<file path="src/rtl/complex_pkg.sv">
// complex_pkg: shared widths, accumulator width derivation and FSM encoding
// for the complex-product accumulator.
package complex_pkg;
    localparam int DATA_WIDTH_DEF = 8;
    localparam int LEN_WIDTH_DEF  = 4;

    typedef enum logic {
        ACCUM = 1'b0,
        HOLD  = 1'b1
    } acc_state_t;

    // Guard bits cover the worst-case growth of a maximum-length block.
    function automatic int acc_w(input int dw, input int lw);
        return 2 * dw + lw;
    endfunction
endpackage

</file>
<file path="src/rtl/complex_sext_add.sv">
// complex_sext_add: sign-extend one product component to the accumulator
// width and either load it or add it to the running sum.
module complex_sext_add #(
    parameter int IN_W  = 16,
    parameter int ACC_W = 20
)(
    input  logic [IN_W-1:0]  i_val,
    input  logic [ACC_W-1:0] i_acc,
    input  logic             i_load,
    output logic [ACC_W-1:0] o_sum
);
    logic [ACC_W-1:0] w_ext;

    assign w_ext = {{(ACC_W-IN_W){i_val[IN_W-1]}}, i_val};
    assign o_sum = w_ext + (i_load ? '0 : i_acc);
endmodule

</file>
<file path="src/rtl/complex_result_accumulator.sv">
// complex_result_accumulator: sums a programmable block of complex products
// into widened real/imaginary accumulators and holds the result for a consumer.
module complex_result_accumulator
    import complex_pkg::*;
#(
    parameter int DATA_WIDTH = DATA_WIDTH_DEF,
    parameter int LEN_WIDTH  = LEN_WIDTH_DEF,
    localparam int CW        = 2 * DATA_WIDTH,
    localparam int ACC_W     = acc_w(DATA_WIDTH, LEN_WIDTH)
)(
    input  logic                  i_clk,
    input  logic                  i_rstn,
    input  logic                  i_sw_rst,
    input  logic [LEN_WIDTH-1:0]  i_blk_len,
    input  logic                  i_in_val,
    output logic                  o_in_ready,
    input  logic [2*CW-1:0]       i_in_data,
    output logic                  o_acc_val,
    input  logic                  i_acc_ready,
    output logic [2*ACC_W-1:0]    o_acc_data
);
    acc_state_t           r_state;
    acc_state_t           w_state_nxt;
    logic [LEN_WIDTH-1:0] r_cnt;
    logic [LEN_WIDTH-1:0] r_len;
    logic [ACC_W-1:0]     r_acc_re;
    logic [ACC_W-1:0]     r_acc_im;
    logic [ACC_W-1:0]     w_sum_re;
    logic [ACC_W-1:0]     w_sum_im;
    logic [LEN_WIDTH-1:0] w_len_new;
    logic [LEN_WIDTH-1:0] w_eff_len;
    logic                 w_first;
    logic                 w_last;
    logic                 w_in_fire;
    logic                 w_out_fire;
    logic                 w_rst;

    assign w_rst      = !i_rstn || i_sw_rst;
    assign w_in_fire  = i_in_val && o_in_ready;
    assign w_out_fire = o_acc_val && i_acc_ready;
    assign w_first    = r_cnt == '0;
    assign w_len_new  = (i_blk_len == '0) ? LEN_WIDTH'(1) : i_blk_len;
    assign w_eff_len  = w_first ? w_len_new : r_len;
    assign w_last     = r_cnt == LEN_WIDTH'(w_eff_len - 1'b1);
    assign o_acc_data = {r_acc_re, r_acc_im};

    complex_sext_add #(.IN_W(CW), .ACC_W(ACC_W)) u_add_re (
        .i_val  (i_in_data[2*CW-1:CW]),
        .i_acc  (r_acc_re),
        .i_load (w_first),
        .o_sum  (w_sum_re)
    );

    complex_sext_add #(.IN_W(CW), .ACC_W(ACC_W)) u_add_im (
        .i_val  (i_in_data[CW-1:0]),
        .i_acc  (r_acc_im),
        .i_load (w_first),
        .o_sum  (w_sum_im)
    );

    always_ff @(posedge i_clk) begin
        if (w_rst) r_state <= ACCUM;
        else       r_state <= w_state_nxt;
    end

    // Handshake outputs come from the state alone, so no input-to-output path exists.
    always_comb begin
        w_state_nxt = r_state;
        o_in_ready  = r_state == ACCUM;
        o_acc_val   = r_state == HOLD;
        if (r_state == ACCUM && w_in_fire && w_last) w_state_nxt = HOLD;
        if (r_state == HOLD && w_out_fire)           w_state_nxt = ACCUM;
    end

    always_ff @(posedge i_clk) begin
        if (w_rst) begin
            r_cnt    <= '0;
            r_len    <= '0;
            r_acc_re <= '0;
            r_acc_im <= '0;
        end else if (w_in_fire) begin
            r_acc_re <= w_sum_re;
            r_acc_im <= w_sum_im;
            r_cnt    <= w_last ? '0 : r_cnt + 1'b1;
            if (w_first) r_len <= w_len_new;
        end
    end
endmodule
</file>
<file path="config.mk">
export PLATFORM = sky130hd
export DESIGN_NAME = complex_result_accumulator
export DESIGN_NICKNAME = d
export VERILOG_FILES = /design/src/rtl/complex_pkg.sv /design/src/rtl/complex_sext_add.sv /design/src/rtl/complex_result_accumulator.sv
export SDC_FILE = /design/constraint.sdc
export NUM_CORES = 1
export LEC_CHECK = 0
export CELL_PAD_IN_SITES_DETAIL_PLACEMENT = 0
export CELL_PAD_IN_SITES_GLOBAL_PLACEMENT = 1
export CORE_MARGIN = 2
export CORE_UTILIZATION = 30
export DETAILED_ROUTE_END_ITERATION = 7
export GPL_ROUTABILITY_DRIVEN = 0
export GPL_TIMING_DRIVEN = 0
export PLACE_DENSITY_LB_ADDON = 0.3
export SLEW_MARGIN = 20
export SYNTH_ARGS = -nofsm -noshare
export SYNTH_HDL_FRONTEND = slang
export SYNTH_SLANG_ARGS = --single-unit
</file>
<file path="constraint.sdc">
create_clock -name i_clk -period 4.3 [get_ports i_clk]
set_clock_uncertainty 0.2 [all_clocks]
set_input_delay 0.645 -clock i_clk [delete_from_list [all_inputs] [get_ports i_clk]]
set_output_delay 0.645 -clock i_clk [all_outputs]
set_load 0.005 [all_outputs]
</file>
==> metrics.md, run 1 <==
| Metric | Value |
|---|---|
| Status | completed |
| R2R depth | 17 |
| Wire per inst | 15.2 um |
| Core Region | 13,200 um^2 |
| HP Class | reg2reg |
| First-pass GRT wire length | 19,500 um |
| Syn_nets | 623 |
| Max Root-Sink Buffers | 2 |
| Routed Wire Length | 12,200 um |
| EDFF count, synth | 0 |
| Total track usage | 0.170 |
| Pwr Density | 243 nW/um^2 |
| DR pass1 iterations | 4 |
| Synthesized area | 4050 um^2 |
| Unique masters post-synth | 56 |
| Max Slew Vio Count | 0 |
| # diodes | 0 |
| DRC Markers | 0 |
| RSZ-0062 raised after global routing | no |
| Async SR Flop Fraction | 0 |
| Final hold violation count | 0 |
| Antenna violations before repair | 0 |
| Max VDD drop | 0.164 mV |
| Synth Flop Type | dfxtp_1 |
| Post-Synth Simple-Gate Area | 0.274 |
| CTS tree | done |
| Die Wd | 120 um |
| Final core occ | 0.404 |
| Synth Area in XOR/XNOR | 0.0585 |
| Synth Area in Adders | 0.137 |
| Final worst path period need | 4.14 ns |
| Fin cells | 806 |
| Fin nets | 713 |
| Final setup viols | 0 |
| Critical setup path kind | reg2reg |
| Number of I/O pins | 83 |
| H-tree depth | 2 |
| Largest family of logic cells by synthesized area | simple AND/OR/NAND/NOR gates |
| Drt initial violations | 187 |
| CTS root buffer | clkbuf_16 |
| Sink Count | 49 |
| Placed instance count | 797 |
| Syn Inst Count | 539 |
| Routed Antenna Nets | 0 |
| Critical Path Fanout Max | 10 |
| Die Height | 120 um |
| Layout overhead on the synthesized area | 31.8% |
| Reg2reg setup slack | 0.16 ns |
| Register area share after synthesis | 0.242 |
| Arr. time, crit path | 4.18 ns |
| Worst skew pair latency | 0.30 ns |
| Global route total overflow | 0 |
| Worst Tran Pin Value | 1.03 ns |
| Slew HR | 0.313 |
| Post-synthesis compound-gate area fraction | 0.246 |
| Max Cap Viol | 0 |
| Vias in the first global route | 3,948 |
| Share of cells above drive strength 1 | 0.0333 |
| Pleak | 2.22 nW |
| Rows | 42 |
| Commonest cells after routing, fill and taps aside | clkdlybuf4s50_1 (82), nand2_1 (80), a21oi_1 (56) |
| # hold bufs at CTS | 0 |
| Avg Inst Size Synth | 7.50 um^2 |
| CP startpoint kind | register |
| Initial core utilization | 0.307 |
| Critical path required time | 4.34 ns |
| Fmax | 0.242 GHz |
| Via count | 4,154 |
| Commonest non-fill, non-tap cell in the layout | clkdlybuf4s50_1 |
| YS warnings | 0 |
| Final period util | 0.963 |
| Post-DP HPWL | 9220 um |
| IO Port Bufs | 82 |
| Worst-path clk slew | 0.07 ns |
| Mux contribution to synthesized area | 0.0102 |
| Die footprint | 14,400 um^2 |
| Post-DR vias/cell | 5.15 |
| Largest net degree at the start of global routing | 17 |
| Seq cells post-synth | 49 |
| Clock buffer count from CTS | 5 |
| Critical Path Sink Type | register |
| Hold Crit Depth | 2 |
[layer usage]
layer / global-route usage / wire length, um / share of wire / vias up
met4: 0.0691 / 348 / 0.028 / 0
li1: - / - / - / 2109
met1: 0.241 / 6250 / 0.51 / 1914
met3: 0.0266 / 503 / 0.041 / 27
met2: 0.256 / 5140 / 0.42 / 104
met5: 0 / 0 / 0 / -
[worst paths after layout]
| check | from | endpoint |
|---|---|---|
| min reg2reg | r_acc_im[8] | r_acc_im[8] |
| min | r_acc_im[8] | r_acc_im[8] |
| max reg2reg | r_cnt[0] | r_acc_im[18] |
| max | r_cnt[0] | r_acc_im[18] |
[metrics by stage]
stage	area [um^2]	TNS, ns	setup slack, ns	total power [mW]	hold WS, ns
4_1_cts	5300	0	0.0340	1.31	0.268
2_1_floorplan	4050	0	0.113	0.644	0.246
5_1_grt	5330	0	0.000692	1.36	0.287
6_report	5330	0	0.160	1.29	0.267
3_3_place_gp	5090	-4.54	-0.555	0.764	0.255
3_5_place_dp	5090	-5.24	-0.604	0.766	0.257
[layout make-up]
type | count | area (um^2)
fillers | 1369 | 7860
multi-input cells | 455 | 2950
flip-flops and latches | 49 | 981
repair buffers | 83 | 828
well taps | 176 | 220
clock buffers | 5 | 125
plain buffers | 19 | 98.8
clock inverters | 3 | 68.8
inverters | 16 | 60.1
[synthesized netlist by cell type, types with 2 or more instances]
library cell	number	area [um^2]
a21oi_1	56	280
and3_1	4	25.0
a211oi_1	7	52.6
or3_1	5	31.3
clkbuf_1	14	52.6
o21a_1	4	30.0
a31oi_1	6	37.5
ha_1	41	513
o21bai_1	4	30.0
or4_1	2	15.0
nor4_1	3	18.8
and4_1	2	17.5
nor3_1	11	55.1
o211ai_1	2	15.0
nand3b_1	2	15.0
o21ai_0	27	135
a211o_1	2	17.5
nor2_1	42	158
nand2b_1	4	25.0
nand2_1	80	300
o31ai_1	2	15.0
a2111o_1	2	22.5
a21o_1	20	150
nand4_1	4	25.0
inv_1	16	60.1
xnor2_1	17	149
a21oi_2	2	17.5
fa_1	2	40.0
a221o_1	5	50.1
xor2_1	10	87.6
nor2b_1	43	269
dfxtp_1	49	981
mux2i_1	3	30.0
buf_1	5	18.8
and2_1	5	31.3
nand3_1	16	80.1
[critical path: stages (launching register included)]
cell	delay, ns
dfxtp_1	0.37
inv_1	0.08
ha_1	0.18
nor2b_2	0.18
and2_4	0.18
clkbuf_8	0.18
buf_6	0.15
nor2b_1	0.05
ha_1	0.25
fa_1	0.42
a21o_1	0.19
a21oi_2	0.17
o21bai_1	0.10
a2111o_1	0.48
a41oi_2	0.21
and4b_1	0.26
or3_1	0.35
nand3_1	0.08
[logic make-up after synthesis]
logic type | Yosys count
buf+inv | 35
flops | 49
fa+ha+maj | 43
compound gates | 153
mux | 4
xor+xnor | 27
simple gates | 228
[timing repair]
item / 4_1_cts / 5_1_grt
setup endpoints to repair: 19 / 7
pin swaps: 0 / 2
setup buffers: 0 / 1
resized for setup: 10 / 9
[flip-flops by register name, summed over array words and instances, names as in the netlist]
name / flops
o_acc_val: 1
r_acc_im: 20
r_cnt: 4
r_len: 4
r_acc_re: 20
[report_power, final]
part	internal (mW)	total, mW	switching (mW)
Sequential	0.470	0.484	0.0137
Clock	0.336	0.532	0.196
Combinational	0.133	0.277	0.145
Total	0.939	1.29	0.355
No activity file was read; power rests on OpenSTA's default activity.
==> run 2, diff against run 1 <==
Settings changed: CTS_BUF_LIST set to sky130_fd_sc_hd__clkbuf_4 sky130_fd_sc_hd__clkbuf_8 sky130_fd_sc_hd__clkbuf_16.
==> results of run 2 <==
No change in the layout: final DEF, timing and power equal those of run 1.
